[src/rtl/modn_down_timer.sv]
// Loadable down-counting timer with one-shot and auto-reload modes.
// A period value is accepted through a valid/ready load port; the count
// decrements on enabled ticks and a one-cycle expiry pulse follows the
// enabled tick taken at zero. All outputs are driven straight from registers.
module modn_down_timer #(
    parameter int W = 16
) (
    input  logic         clk_i,
    input  logic         rst_i,
    input  logic         load_valid_i,
    output logic         load_ready_o,
    input  logic [W-1:0] load_value_i,
    input  logic         load_autoreload_i,
    input  logic         en_i,
    input  logic         abort_i,
    input  logic         ack_i,
    output logic [W-1:0] count_o,
    output logic         busy_o,
    output logic         done_o,
    output logic         expire_o
);

    typedef enum logic [1:0] {
        ST_IDLE = 2'd0,
        ST_RUN  = 2'd1,
        ST_DONE = 2'd2
    } state_t;

    state_t       r_state;
    logic [W-1:0] r_count;
    logic [W-1:0] r_reload;
    logic         r_autoreload;
    logic         r_expire;
    logic         r_busy;
    logic         r_done;
    logic         r_ready;

    logic         w_load_fire;
    logic         w_count_zero;

    // Decode the load handshake and the terminal-count condition.
    always_comb begin
        w_load_fire  = load_valid_i & r_ready;
        w_count_zero = (r_count == {W{1'b0}});
    end

    // Timer state machine; status flags are registered alongside the state
    // so that busy/done/ready always agree with the state they describe.
    always_ff @(posedge clk_i) begin
        if (rst_i) begin
            r_state      <= ST_IDLE;
            r_count      <= {W{1'b0}};
            r_reload     <= {W{1'b0}};
            r_autoreload <= 1'b0;
            r_expire     <= 1'b0;
            r_busy       <= 1'b0;
            r_done       <= 1'b0;
            r_ready      <= 1'b1;
        end else begin
            // The expiry pulse lasts one cycle unless a terminal tick re-arms it.
            r_expire <= 1'b0;
            if (abort_i) begin
                // Abort discards any terminal tick taken in the same cycle.
                r_state      <= ST_IDLE;
                r_count      <= {W{1'b0}};
                r_autoreload <= 1'b0;
                r_busy       <= 1'b0;
                r_done       <= 1'b0;
                r_ready      <= 1'b1;
            end else if (w_load_fire) begin
                // A load beats ack in DONE; en_i in the load cycle is ignored.
                r_state      <= ST_RUN;
                r_count      <= load_value_i;
                r_reload     <= load_value_i;
                r_autoreload <= load_autoreload_i;
                r_busy       <= 1'b1;
                r_done       <= 1'b0;
                r_ready      <= 1'b0;
            end else begin
                case (r_state)
                    ST_IDLE: begin
                        r_state <= ST_IDLE;
                    end
                    ST_RUN: begin
                        if (en_i) begin
                            if (!w_count_zero) begin
                                r_count <= r_count - W'(1);
                            end else begin
                                r_expire <= 1'b1;
                                if (r_autoreload) begin
                                    // Reload straight away: no gap cycle between periods.
                                    r_count <= r_reload;
                                end else begin
                                    r_state <= ST_DONE;
                                    r_busy  <= 1'b0;
                                    r_done  <= 1'b1;
                                    r_ready <= 1'b1;
                                end
                            end
                        end else begin
                            r_count <= r_count;
                        end
                    end
                    ST_DONE: begin
                        if (ack_i) begin
                            r_state <= ST_IDLE;
                            r_done  <= 1'b0;
                        end else begin
                            r_state <= ST_DONE;
                        end
                    end
                    default: begin
                        r_state      <= ST_IDLE;
                        r_count      <= {W{1'b0}};
                        r_autoreload <= 1'b0;
                        r_busy       <= 1'b0;
                        r_done       <= 1'b0;
                        r_ready      <= 1'b1;
                    end
                endcase
            end
        end
    end

    assign count_o      = r_count;
    assign busy_o       = r_busy;
    assign done_o       = r_done;
    assign load_ready_o = r_ready;
    assign expire_o     = r_expire;

endmodule
[config.mk]
export PLATFORM = sky130hd
export DESIGN_NAME = modn_down_timer
export DESIGN_NICKNAME = d
export VERILOG_FILES = /design/src/rtl/modn_down_timer.sv
export SDC_FILE = /design/constraint.sdc
export NUM_CORES = 1
export LEC_CHECK = 0
export CAP_MARGIN = 20
export CORE_MARGIN = 5
export CORE_UTILIZATION = 52
export CTS_CLUSTER_SIZE = 25
export DETAILED_ROUTE_END_ITERATION = 10
export GPL_TIMING_DRIVEN = 0
export PLACE_DENSITY = 0.8
export SYNTH_ARGS = -nofsm -noshare
export SYNTH_HDL_FRONTEND = slang
export SYNTH_SLANG_ARGS = --single-unit
[constraint.sdc]
create_clock -name clk_i -period 2.65 [get_ports clk_i]
set_clock_uncertainty 0.05 [all_clocks]
set_input_delay 0.53 -clock clk_i [delete_from_list [all_inputs] [get_ports clk_i]]
set_output_delay 0.53 -clock clk_i [all_outputs]
set_load 0.01 [all_outputs]
# After elaboration in Yosys (flattened, before gate mapping)
# Index checks and enable logic that the tools add are counted.
dict set report word_totals {
  in_bits 23
  elab_cells 66
  output_inout_bits 20
  regBits 39
}
dict set report classes {
  eq_ne 12
  bitwise_logic 5
  reduce_logical 13
  muxes 26
  addsub 1
}
# cell count
set op_table {}
lappend op_table {{$mux 16} 4}
lappend op_table {{$pmux 16 s2} 1}
lappend op_table {{$logic_not 16->1} 1}
lappend op_table {{$sub 16x1->16 const B} 1}
lappend op_table {{$mux 1} 13}
lappend op_table {{$ne 3x3->1 const B} 3}
lappend op_table {{$reduce_and 3->1} 3}
lappend op_table {{$mux 2} 4}
lappend op_table {{$ne 2x2->1 const B} 4}
lappend op_table {{$reduce_or 3->1} 2}
lappend op_table {{$reduce_and 5->1} 1}
lappend op_table {{$reduce_or 5->1} 1}
lappend op_table {{$ne 2x1->1 const B} 2}
lappend op_table {{$ne 4x4->1 const B} 1}
lappend op_table {{$not 1->1} 4}
lappend op_table {{$pmux 1 s2} 2}
lappend op_table {{$pmux 2 s2} 1}
lappend op_table {{$reduce_and 4->1} 1}
lappend op_table {{$reduce_or 2->1} 2}
lappend op_table {{$pmux 1 s3} 1}
lappend op_table {{$eq 2x1->1 const B} 1}
lappend op_table {{$eq 2x2->1 const B} 1}
lappend op_table {{$logic_not 2->1} 1}
lappend op_table {{$reduce_and 2->1} 1}
lappend op_table {{$and 1x1->1} 1}

# Logic depth before layout (Yosys ltp)
dict set report logic_depth {
  depth_word 5
  depth_mapped 9
  depth_no_buf 7
}

# Worst setup path after synthesis
# OpenSTA, ideal clock, no wires.
dict set report synth_path {
  path_type {reg2reg}
  startpoint {register r_count[0] (netlist: count_o[0])}
  endpoint {register r_count[13] (netlist: count_o[13])}
  setup_time_ns 0.125
  path_stages_with_launch 10
  path_buffers 2
  setup_slack_ns 0.615
  period_less_slack_ns 2.035
  required_ns 2.475
  t_arrival_ns 1.860
  cell_sequence {dfxtp_1 > inv_1 > ha_1 > nor4b_2 > nand4_2 > buf_4 > o31a_1 > buf_6 > o221ai_1 > a31oi_1}
}
dict set report synth_via {
  elab_chain_len 5
  elab_cells_between_ends 8
  cone_classes {add/sub (1); eq/ne (1); mux (4); reduce/logical (2)}
}
# element line_no
set synth_lines {}
lappend synth_lines {{start: declaration} 30} ;# logic [W-1:0] r_count;
lappend synth_lines {{start signal: assignment} 52} ;# r_count <= {W{1'b0}};
lappend synth_lines {{start signal: assignment} 65} ;# r_count <= {W{1'b0}};
lappend synth_lines {{start signal: assignment} 73} ;# r_count <= load_value_i;
lappend synth_lines {{$sub 16x1->16 or $logic_not 16->1 (tied branches)} {87, 44}}
lappend synth_lines {{$mux 16} 86} ;# if (!w_count_zero) begin
lappend synth_lines {{$mux 16} 85} ;# if (en_i) begin
lappend synth_lines {{$pmux 16 s2} 80} ;# case (r_state)
lappend synth_lines {{$mux 16} 70} ;# end else if (w_load_fire) begin
# Several ways; a longest one is shown, not always the timed one. The select of a mux whose other input is x is not followed.
# A chain may end at the register's enable or synchronous reset.

# Final worst setup path
dict set report layout_path {
  startpoint {input port load_valid_i}
  endpoint {register r_count[6] (netlist: count_o[6])}
}
dict set report layout_via {
  elab_chain_len 3
  elab_cells_between_ends 6
  cone_classes {eq/ne (3); mux (1); bitwise (1); reduce/logical (1)}
}
# element line_no
set layout_lines {}
lappend layout_lines {{start: declaration} 10} ;# input logic load_valid_i,
lappend layout_lines {{$and 1x1->1 *} 43} ;# w_load_fire = load_valid_i & r_ready;
lappend layout_lines {{$ne 4x4->1 (no line) (tied with other cells)} -}
lappend layout_lines {{$reduce_and 3->1 (no line)} -}
# Mark *: on every way between the ends. The rest lies on a longest branch, timed or not.

==> results.toml <==
[critical_path]
crit_slowest_cell = "clkbuf_1"
crit_chain = "clkdlybuf4s50_1, and2_1, clkbuf_1, a21o_1, o31a_1, buf_6, o211ai_1, o21ai_1"
path_buf_inv = 3
worstPathRequired_ns = 2.82
slowest_delay_ns = 0.50
worstSetupEndpointType = "flop"
critical_path.top_delay_family = "buffers and inverters"
arrival_ns = 2.59
path_class = "input port to flop"
crit_path_start_kind = "input port"
cp_max_fo = 10

[logic_synthesis]
yosysWarningCount = 0
synthArstFlopShare_pct = 0
synth_edf_count = 0
syn_inst = 282
yosys.area.top_type = "dfxtp_1"
synth.cell_area_sq_um = 2240
synth_top_flop_cell = "dfxtp_1"
postSynthAreaPerCell_sq_um = 7.94
ys_seq_area_share_pct = 34.9
yosysMostFrequentCell = "nand2_1"
yosysTopAreaCellShare_pct = 34.9
postSynthNetCount = 311
synth_area_leaders = "dfxtp_1 (35%), a21oi_1 (7.8%), nand2_1 (7.5%)"
synth_common_cells = "nand2_1 (45), dfxtp_1 (39), a21oi_1 (35), clkbuf_1 (15)"
ys_ff_latch = 39
ys_types = 57

[placement]
place_hpwl_mm = 4.88
placed_area_sq_um = 2710
io_buffers = 41
placed_cells = 373
place.gp.congestion = 0.912

[clock_tree]
htree_levels = 2
cts_root_buf = "clkbuf_8"
cts_tree = "yes"
post_cts_buffers = 0
cts_buffers = 5
clockBufferDepth = 2
cts_sinks = 39
insertion_delay_ns = 0.30
ctsHoldBuffers = 0
clk_pin_slew_worst_paths_ns = 0.08
cts.repair.resized = 0

[floorplan]
fp.dieH_um = 75.6
start_util_pct = 54.8
rows = 23
core_sq_um = 4090
ios = 43
dieWidth_um = 75.6
die_area_sq_um = 5720

[grt]
busiest_layer = "met2"
use_met1_pct = 33.0
grtUsageMet2_pct = 41.5
grt_max_degree = 12
grt_pass1_vias = 2252
gr-usage-met3_pct = 6.20
grt_pass1_wl_mm = 11.0
grt_usage_pct = 25.9
antenna_found_initial = 0
grt_overflow = 0

[cells_and_area]
syn_to_final_growth_pct = 26.0
seqCellArea_sq_um = 781
design_area_sq_um = 2820
fillerInstances = 376
diodes = 0
drive_gt1_share_pct = 7.25
instances_no_fill = 381
multiInputGateArea_sq_um = 1340
final_nets = 359

[power_and_ir_drop]
totalPowerFinal_mw = 1.49
p_leak_nw = 0.980
cellPowerDensity_nw_per_um2 = 528
irDropWorstVdd_mv = 0.360

[timing]
finalSetupViolCount = 0
timing.fmax_mhz = 413
tns_ns = 0
tightest_slew_ns = 0.792
maxSlewViolCount = 0
max_slew_margin_pct = 47.0
fin_crit_ns = 2.42
finalHoldViolations = 0
fin_crit_sh_pct = 91.5
timing.hold.ws_ns = 0.406
rsz0062_at_grt = "no"

[worst_hold_path]
hold_class = "flop to flop"

[route]
ant_nets = 0
drtPass1Iterations = 5
wl_mm = 7.01
vias = 2419
drtIter0Drc = 279
wire_per_inst_um = 18.4
drc = 0
viasPerCell = 6.35

[run_status]
status = "finished, final reports clean"

[job]
drv_cap = 0
-- state kept, by name (all words and copies together) (netlist names) --
| signal | flops |
|---|---|
| r_autoreload | 1 |
| done_o | 1 |
| r_state | 2 |
| expire_o | 1 |
| load_ready_o | 1 |
| r_reload | 16 |
| count_o | 16 |
| busy_o | 1 |
-- layout by cell type, fill, tap and decap left out, types with 6 or more instances in the layout --
cell type,synthesis,routed
nand3_1,11,11
clkbuf_1,15,16
o211ai_1,10,10
clkbuf_8,0,7
nor2_1,9,9
nand2_1,45,45
a31oi_1,6,6
o21ai_0,7,7
clkdlybuf4s50_1,0,41
a21oi_1,35,35
dfxtp_1,39,39
xnor2_1,7,7
ha_1,6,6
o21ai_1,11,11
-- path summary, 6_finish.rpt --
kind | start | to | slack (ns) | cells after the start
max | load_valid_i | count_o[6] | 0.23 | 8
min | r_reload[0] | r_reload[0] | 0.41 | 2
max reg2reg | count_o[6] | count_o[15] | 0.34 | 7
min reg2reg | r_reload[0] | r_reload[0] | 0.41 | 2
-- where the power goes --
part,leakage [nW],switching (mW),internal (mW)
clock network,0.0515,0.215,0.238
registers,0.318,0.0270,0.611
logic,0.610,0.235,0.163
total,0.980,0.477,1.01
-- through the flow --
stage | worst slack, ns | util [%]
floorplan | 0.615 | -
global placement | 0.0615 | 66.4
detailed placement | 0.0209 | 66.4
CTS | 0.194 | 68.8
global route | 0.118 | 69.0
finish | 0.226 | 69.0
-- kinds of logic after synthesis --
family                   after synthesis  share of synthesized area, %
flip-flops                            39                          34.9
AND/OR/NAND/NOR                      105                          25.0
buffers and inverters                 28                          5.87
adder cells (fa/ha/maj)                6                          3.35
XOR/XNOR                               8                          3.13
AO/OA/AOI/OAI                         94                          26.9
multiplexers                           2                         0.894
-- worst min-delay path, delay by kind of cell (launching register included) --
kind,cells,cell delay [ns]
flip-flops,1,0.31
AND/OR/NAND/NOR,1,0.05
AO/OA/AOI/OAI,1,0.05
-- area by class of cell --
type	instances	share of cell area (%)
Timing Repair Buffer	41	14.6
Buffer	23	3.99
Inverter	5	0.665
Clock buffer	8	3.55
Tap cell	50	2.22
Sequential cell	39	27.7
Multi-Input combinational cell	215	47.3
-- routing by layer --
layer  share of wire (%)  wire length [um]  vias to the layer above
met1                  40              2830                     1123
met5                   0                 0                        -
met3                  10               702                       20
met4                 2.7               189                        0
li1                    -                 -                     1121
met2                  47              3280                      155
Note: power is estimated with default switching activity, not from simulation.
